**src/rtl/bar_frame_scheduler.sv**
```systemverilog
// Bar-graph frame scheduler: double-buffers one frame of bar magnitudes,
// swaps banks on vblank and answers per-pixel colour lookups in 2 cycles.
//
// Stream handshake: a beat transfers on a rising clock edge where
// i_s_valid and o_s_ready are both high. o_s_ready is high only while
// filling; i_s_data/i_s_last are ignored on every other cycle.
module bar_frame_scheduler #(
   parameter int         SAMPLES   = 32,
   parameter int         WIDTH     = 32,
   parameter int         BAR_SHIFT = 4,
   parameter int         VAL_SHIFT = 0,
   parameter int         V_ACTIVE  = 480,
   parameter logic [7:0] BAR_COLOR = 8'd100
) (
   input  logic             i_clk,
   input  logic             i_rst_n,
   input  logic             i_s_valid,
   output logic             o_s_ready,
   input  logic [WIDTH-1:0] i_s_data,
   input  logic             i_s_last,
   input  logic             i_vblank,
   input  logic             i_pix_valid,
   input  logic [9:0]       i_pix_x,
   input  logic [9:0]       i_pix_y,
   output logic             o_rgb_valid,
   output logic [7:0]       o_rgb,
   output logic             o_bank_sel,
   output logic             o_swap_pulse,
   output logic             o_frame_err,
   output logic [1:0]       o_state
);

   localparam int IW = $clog2(SAMPLES);
   localparam logic [WIDTH-1:0] LP_VACT    = WIDTH'(V_ACTIVE);
   localparam logic [WIDTH-1:0] LP_VACT_M1 = WIDTH'(V_ACTIVE - 1);
   localparam logic [IW-1:0]    LP_LAST    = IW'(SAMPLES - 1);

   typedef enum logic [1:0] {
      ST_IDLE    = 2'd0,
      ST_FILL    = 2'd1,
      ST_PENDING = 2'd2,
      ST_SWAP    = 2'd3
   } state_t;

   state_t            r_state;
   logic [IW-1:0]     r_wr_idx;
   logic              r_s_ready;
   logic              r_bank_sel;
   logic              r_swap_pulse;
   logic              r_frame_err;
   logic              r_vblank_q;
   logic [WIDTH-1:0]  r_bank [2][SAMPLES];

   // pixel pipeline stage 1
   logic [9:0]        r_p1_idx;
   logic [9:0]        r_p1_y;
   logic              r_p1_valid;
   logic              r_p1_sel;
   // pixel pipeline stage 2 (outputs)
   logic              r_rgb_valid;
   logic [7:0]        r_rgb;

   logic              w_beat;
   logic              w_vb_rise;
   logic              w_in_range;
   logic [IW-1:0]     w_rd_idx;
   logic [WIDTH-1:0]  w_val;
   logic [WIDTH-1:0]  w_shifted;
   logic [WIDTH-1:0]  w_height;
   logic [WIDTH-1:0]  w_dist;
   logic              w_lit;

   assign w_beat    = i_s_valid & r_s_ready;
   assign w_vb_rise = i_vblank & ~r_vblank_q;

   // Frame sequencing: fill back bank, wait for vblank edge, swap
   always_ff @(posedge i_clk or negedge i_rst_n) begin
      if (!i_rst_n) begin
         r_state      <= ST_IDLE;
         r_wr_idx     <= '0;
         r_s_ready    <= 1'b0;
         r_bank_sel   <= 1'b0;
         r_swap_pulse <= 1'b0;
         r_frame_err  <= 1'b0;
         r_vblank_q   <= 1'b0;
      end else begin
         r_swap_pulse <= 1'b0;
         r_frame_err  <= 1'b0;
         r_vblank_q   <= i_vblank;
         case (r_state)
            ST_IDLE: begin
               r_state   <= ST_FILL;
               r_s_ready <= 1'b1;
            end
            ST_FILL: begin
               if (w_beat) begin
                  if (r_wr_idx == LP_LAST) begin
                     // full frame; a missing s_last is flagged but the frame is kept
                     r_state     <= ST_PENDING;
                     r_s_ready   <= 1'b0;
                     r_wr_idx    <= '0;
                     r_frame_err <= ~i_s_last;
                  end else if (i_s_last) begin
                     // short frame: restart, stale back-bank data gets overwritten
                     r_frame_err <= 1'b1;
                     r_wr_idx    <= '0;
                  end else begin
                     r_wr_idx <= r_wr_idx + 1'b1;
                  end
               end
            end
            ST_PENDING: begin
               if (w_vb_rise) begin
                  r_state      <= ST_SWAP;
                  r_bank_sel   <= ~r_bank_sel;
                  r_swap_pulse <= 1'b1;
               end
            end
            ST_SWAP: begin
               r_state   <= ST_FILL;
               r_s_ready <= 1'b1;
            end
            default: begin
               r_state   <= ST_IDLE;
               r_s_ready <= 1'b0;
            end
         endcase
      end
   end

   // Back-bank writes; reset clears both banks so the screen starts black
   always_ff @(posedge i_clk or negedge i_rst_n) begin
      if (!i_rst_n) begin
         for (int b = 0; b < 2; b++) begin
            for (int i = 0; i < SAMPLES; i++) begin
               r_bank[b][i] <= '0;
            end
         end
      end else if (w_beat) begin
         r_bank[~r_bank_sel][r_wr_idx] <= i_s_data;
      end
   end

   // Stage 1: capture lookup coordinates and the front bank index
   always_ff @(posedge i_clk or negedge i_rst_n) begin
      if (!i_rst_n) begin
         r_p1_idx   <= '0;
         r_p1_y     <= '0;
         r_p1_valid <= 1'b0;
         r_p1_sel   <= 1'b0;
      end else begin
         r_p1_idx   <= i_pix_x >> BAR_SHIFT;
         r_p1_y     <= i_pix_y;
         r_p1_valid <= i_pix_valid;
         r_p1_sel   <= r_bank_sel;
      end
   end

   // Height lookup: saturate at V_ACTIVE so the distance compare never wraps
   assign w_in_range = (r_p1_idx < 10'(SAMPLES));
   assign w_rd_idx   = r_p1_idx[IW-1:0];
   assign w_val      = r_bank[r_p1_sel][w_rd_idx];
   assign w_shifted  = w_val >> VAL_SHIFT;
   assign w_height   = (w_shifted > LP_VACT) ? LP_VACT : w_shifted;
   assign w_dist     = LP_VACT_M1 - {{(WIDTH-10){1'b0}}, r_p1_y};
   assign w_lit      = w_in_range && (r_p1_y < 10'(V_ACTIVE)) && (w_dist < w_height);

   // Stage 2: registered colour, forced to zero when not valid
   always_ff @(posedge i_clk or negedge i_rst_n) begin
      if (!i_rst_n) begin
         r_rgb_valid <= 1'b0;
         r_rgb       <= 8'd0;
      end else begin
         r_rgb_valid <= r_p1_valid;
         r_rgb       <= (r_p1_valid && w_lit) ? BAR_COLOR : 8'd0;
      end
   end

   assign o_s_ready    = r_s_ready;
   assign o_rgb_valid  = r_rgb_valid;
   assign o_rgb        = r_rgb;
   assign o_bank_sel   = r_bank_sel;
   assign o_swap_pulse = r_swap_pulse;
   assign o_frame_err  = r_frame_err;
   assign o_state      = r_state;

endmodule
```
**config.mk**
```make
export PLATFORM = sky130hd
export DESIGN_NAME = bar_frame_scheduler
export DESIGN_NICKNAME = d
export VERILOG_FILES = /design/src/rtl/bar_frame_scheduler.sv
export SDC_FILE = /design/constraint.sdc
export NUM_CORES = 2
export LEC_CHECK = 0
export CAP_MARGIN = 0
export CORE_UTILIZATION = 34
export CTS_BUF_LIST = sky130_fd_sc_hd__clkbuf_4
export CTS_CLUSTER_DIAMETER = 60
export CTS_CLUSTER_SIZE = 25
export DETAILED_ROUTE_END_ITERATION = 12
export PLACE_DENSITY = 0.55
export SLEW_MARGIN = 15
export SYNTH_ARGS = -nofsm -noshare
export SYNTH_HDL_FRONTEND = slang
export SYNTH_SLANG_ARGS = --single-unit
```
**constraint.sdc**
```tcl
create_clock -name i_clk -period 11.4 [get_ports i_clk]
set_input_delay 1.14 -clock i_clk [delete_from_list [all_inputs] [get_ports i_clk]]
set_output_delay 1.14 -clock i_clk [all_outputs]
set_load 0.1 [all_outputs]
```
# == After elaboration in Yosys (flattened, before gate mapping) ==
# Index checks and enable logic that the tools add are counted.
# word_totals
ff_bits,2086
latch_bits,0
ram_bits,0
mem_bits_ro,0
in_bits,58
output_inout_bits,15
mem_count,0
# op_classes
n_addsub,2
multipliers,0
div,0
n_lt_le_gt_ge,10
n_eq_ne,7
shift,0
muxes,28
bitwise,9
reduce_logical,12
# ops
operator,count
$mux 1024,4
$bwmux 2048,1
$demux 1024 s1,1
$bmux 32 s5,1
$demux 32 s5,1
$mux 32,4
$gt 32x9->1 const B,1
$lt 32x32->1,1
$ge 6x6->1 const B,2
$not 5->6,2
$sub 9x10->11 const A,1
$lt 10x9->1 const B,1
$mux 5,2
$mux 1,8
$mux 7,1
$lt 6x1->1 const B,1
$lt 6x6->1 const B,1
$mux 2,3
$ne 2x2->1 const B,3
$pmux 2 s3,1
$reduce_and 3->1,2
$add 5x1->5 const B,1
$eq 5x5->1 const B,1
$logic_and 1x1->1,5
12 further kinds,19

# == Longest topological paths before layout ==
# depth
depth_word,13
ltp_mapped,25
mapped_depth_nobuf,19

# == Worst setup path after synthesis ==
# Ideal clock, no wire load.
# synth_timing
kind,flip-flop to flip-flop
startpoint,reg r_p1_idx[0]
endpoint,"reg r_rgb[5], in the netlist o_rgb[5]"
setup_ps,126
arrival_time_ps,4324
required_time_ps,11274
path_slack_ps,6950
path_stages_with_launch,21
path_buffers,3
period_less_slack_ps,4450
cell_sequence,dfrtp_1 -> buf_2 -> buf_4 -> buf_1 -> mux2_2 -> a221o_1 -> a2111oi_2 -> nand3_1 -> or4_4 -> nor3_4 -> and2_1 -> ha_1 -> a21o_1 -> a21o_1 -> a21o_1 -> a21o_1 -> a21oi_1 -> o21ai_0 -> o2111ai_1 -> nor3_1 -> a21oi_1
# synth_between
elab_chain_len,10
# synth_lines
item,line_no,source
start: declaration,55,logic [9:0] r_p1_idx;
start signal: assignment,152,r_p1_idx <= i_pix_x >> BAR_SHIFT;
$not 5->6 (implied by the code),162,assign w_val = r_bank[r_p1_sel][w_rd_idx];
$bmux 32 s5,162,
$mux 32 (implied by the code) (2 in a row),162,
$gt 32x9->1,164,assign w_height = (w_shifted > LP_VACT) ? LP_VACT : w_shifted;
$mux 32,164,
$lt 32x32->1,166,assign w_lit = w_in_range && (r_p1_y < 10'(V_ACTIVE)) && (w_dist < w_height);
$logic_and 1x1->1 (*),166,
$logic_and 1x1->1 (*),175,r_rgb <= (r_p1_valid && w_lit) ? BAR_COLOR : 8'd0;
$mux 7 (*),175,
end signal: assignment,175,
end: declaration,61,logic [7:0] r_rgb;
# Mark *: on every way between the ends. The rest lies on a longest branch, timed or not. The select of a mux whose other input is x is not followed.
# A chain may end at the register's enable or synchronous reset.

# == Worst setup path in the final report ==
# layout_timing
startpoint,reg r_p1_sel
endpoint,"reg r_rgb[5], in the netlist o_rgb[5]"
# layout_between
elab_chain_len,13
# layout_lines
item,line_no,source
start: declaration,58,logic r_p1_sel;
start signal: assignment,155,r_p1_sel <= r_bank_sel;
$not 1->2 (implied by the code) (*),162,
$mux 1024 (implied by the code) (*) (3 in a row),162,
$bmux 32 s5 (*),162,
$mux 32 (implied by the code) (*) (2 in a row),162,
$gt 32x9->1,164,
$mux 32 (*),164,
$lt 32x32->1 (*),166,
$logic_and 1x1->1 (*),166,
$logic_and 1x1->1 (*),175,
$mux 7 (*),175,
# Marks and branches as above.

==> run metrics <==
TritonCTS clock tree=built; Worst-Skew Late Latency=1.41 ns; commonest cells after routing, fill and taps aside=dfrtp_1 (2,074), mux2_2 (2,072), mux4_2 (363), clkbuf_4 (166), buf_4 (163); largest net degree at the start of global routing=192; RSZ-0062 raised after global routing=no; post-synthesis sequential area ratio=55.5%; Setup-failing EPs final=0; Nets=6,225; Die Y=about 530 um; number of remaining DRC errors=0; layout cells sized above 1=48.2%; Seq cells post-synth=2,080; post-cts sizing count=0; Max Clock Skew=0.148 ns; commonest non-fill, non-tap cell in the layout=dfrtp_1; dpl ws=roughly 4.2 ns; most used cell, CP=a21o_1; area grow syn2layout=7.66%; worst setup path start=r_p1_sel; Crit path required time=between 10 and 15 ns; initial core utilization=34.2%; Max-slew headroom=between 10% and 20%; Max Clock Freq=roughly 140 MHz; initial antenna violation count=16; Yosys warning total=0; first-pass GRT wire length=422,000 um; Port-buffer cells=63; CTS Buf Count=151; Total GRT Usage=20.9%; Clk pin slew, worst setup/hold paths=0.22 ns; CP top delay family=compound AO/OA/AOI/OAI gates; CP cell instances=buf_4, buf_4, mux4_2, mux2_2, a221o_1, a2111oi_2, nand3_1, or4_4, nor3_4, and2_1, ha_1, a21o_1, a21o_1, a21o_1, a21o_1, a21oi_1, o21ai_0, o2111ai_1, nor3_1, a21oi_1; Logic pwr share=13.0%; outcome=completed; CP Capture Type=register; worst hold slack=about 0.19 ns; # clock sinks=2,080; number of synthesized flops with an enable pin=0; hpwl dp=171,000 um; min-delay src=i_pix_x[8]; H-tree level count=4; GRT Residual Overflow=0; Worst Tran Pin Value=1.25 ns; Die Wd=527 um; R2R Path Start=r_p1_sel; via count=54,985; mapped cell area=0.0938 mm^2; critical path's largest stage delay=0.74 ns; max_cap viols=0; leakage=approximately 0.047 uW; Longest Clk Path Bufs=3; die area=roughly 0.28 mm^2; vias in the first global route=56,798; P_int=9890 uW; Most used DFF post-synth=dfrtp_1; 1st-iter DRT viols=4,325; CP Launch Type=register; library cells used by synthesis=66; FFs w/ async S/R, synth=100%; clock root cell=clkbuf_4; sequential share of power=59.2%; Hold Crit Class=primary input to register; Final Hold Fails=0; Syn Area/Cell=14.8 um^2; post-route minimum period=slightly above 7 ns; Placeable Area=roughly 0.27 mm^2; worst vdd ir=0.0887 mV; cell area after layout=0.101 mm^2; Placer Congestion=0.805; Non-Filler Instances=9,862; Final Slew Violations=0; Worst EP arrival=about 8.4 ns; Vias/cell=5.58; Crit path buffers/inverters=2; Final Worst Setup Slack=4.18 ns; Crit Path Class=register to register; P per Cell Area=138 mW/mm^2; DRT Pass-1 Iters=7; period utilisation layout=63.3%; Post-CTS Setup Inserts=0; placed cell count=9,559; row cnt=192; switching share of power=29.2%; Routed WL=between 200,000 and 300,000 um; number of routed nets with antenna violations=0; Post-Syn Instances=about 6,300; Switch Pwr=4080 uW; CP max-delay cell=dfrtp_4; clock share of power=27.8%; crit-path max FO=30; wire per inst=29.4 um; setup TNS=0 ns; Placed Area=0.0982 mm^2; io pins=73
synth_stat cells, types with 16 or more instances:
| master | instances | share of area (%) |
|---|---|---|
| dfrtp_1 | 2080 | 56 |
| mux2_2 | 2072 | 25 |
| clkbuf_1 | 437 | 1.7 |
| mux4_2 | 363 | 8.7 |
| nor2_1 | 199 | 0.80 |
| mux2i_1 | 134 | 1.4 |
| nor3_1 | 116 | 0.62 |
| a21oi_1 | 94 | 0.50 |
| a22oi_1 | 80 | 0.64 |
| nand2_1 | 79 | 0.32 |
| buf_2 | 61 | 0.33 |
| buf_1 | 56 | 0.22 |
| nand3_1 | 53 | 0.28 |
| a211oi_1 | 49 | 0.39 |
| ha_1 | 40 | 0.53 |
| o21ai_0 | 38 | 0.20 |
| buf_4 | 35 | 0.28 |
| o22ai_1 | 35 | 0.23 |
| nand2b_1 | 23 | 0.15 |
| o31ai_1 | 22 | 0.18 |
| nor2b_1 | 21 | 0.14 |
| buf_6 | 18 | 0.22 |
| a22o_1 | 17 | 0.16 |
| nand4_1 | 17 | 0.11 |
| a221oi_1 | 16 | 0.15 |
metrics by stage:
stage / power, uW / util, %
after global placement: 10200 / 35.9
after detailed placement: 10200 / 35.9
after floorplan: 9520 / -
after CTS: 14100 / 36.8
final: 14000 / 36.9
after global routing: 14600 / 36.9
flip-flops by register name, indices dropped and copies added, names as in the netlist:
name	count
r_wr_idx	5
o_state	2
o_bank_sel	1
r_p1_idx	6
r_p1_sel	1
o_rgb	1
o_rgb_valid	1
o_swap_pulse	1
r_bank	2048
o_s_ready	1
r_p1_y	10
r_vblank_q	1
r_p1_valid	1
o_frame_err	1
path summary, 6_finish.rpt:
path / depth (start not counted) / end / slack (ns)
max: 20 / o_rgb[5] / 4.18
min: 1 / r_p1_idx[4] / 0.19
max reg2reg: 20 / o_rgb[5] / 4.18
min reg2reg: 0 / o_rgb_valid / 0.43
max in group asynchronous: 4 / r_p1_idx[2] / 8.39
min in group asynchronous: 2 / r_bank[865] / 0.42
cells by family after synthesis:
kind of cell / after synthesis / synth area share, %
AND/OR/NAND/NOR: 574 / 2.92
other: 2 / 0.00801
flip-flops: 2080 / 55.5
AO/OA/AOI/OAI: 425 / 3.11
XOR/XNOR: 5 / 0.0467
adder cells (fa/ha/maj): 40 / 0.534
multiplexers: 2569 / 35.0
buffers and inverters: 621 / 2.85
power by group through the flow:
stage	Sequential (uW)	Combinational (uW)	Clock (uW)
after floorplan	8310	1210	0
after global placement	8370	1800	0
after detailed placement	8410	1830	0
after CTS	8270	1840	4040
after global routing	8350	1950	4300
final	8270	1810	3880
layer usage:
metal / routed length (um) / part of all wire, % / global-route usage (%)
met5: 0 / 0 / 0
met4: 6710 / 2.3 / 4.67
met2: 137000 / 47 / 33.6
met3: 13600 / 4.7 / 2.97
met1: 133000 / 46 / 29.7
what timing repair did:
| action | CTS | global route |
|---|---|---|
| endpoints found under the setup margin | 0 | 0 |
| hold endpoints to repair | 158 | 0 |
| hold buffers | 2 | 0 |
final cells by class:
type | instances | area [um^2]
repair buffers | 239 | 2050
fillers | 26063 | 173000
multi-input cells | 3641 | 39600
inverters | 14 | 52.6
flip-flops and latches | 2080 | 52100
clock buffers | 166 | 1250
well taps | 3589 | 4490
diodes | 16 | 40.0
clock inverters | 117 | 1370
worst register-to-register path, stage by stage (launching register included):
cell	delay [ns]
dfrtp_4	0.74
buf_4	0.63
buf_4	0.64
mux4_2	0.58
mux2_2	0.34
a221o_1	0.41
a2111oi_2	0.73
nand3_1	0.19
or4_4	0.62
nor3_4	0.52
and2_1	0.24
ha_1	0.15
a21o_1	0.11
a21o_1	0.11
a21o_1	0.11
a21o_1	0.11
a21oi_1	0.06
o21ai_0	0.23
o2111ai_1	0.19
nor3_1	0.22
a21oi_1	0.10
No activity file was read; power rests on OpenSTA's default activity.
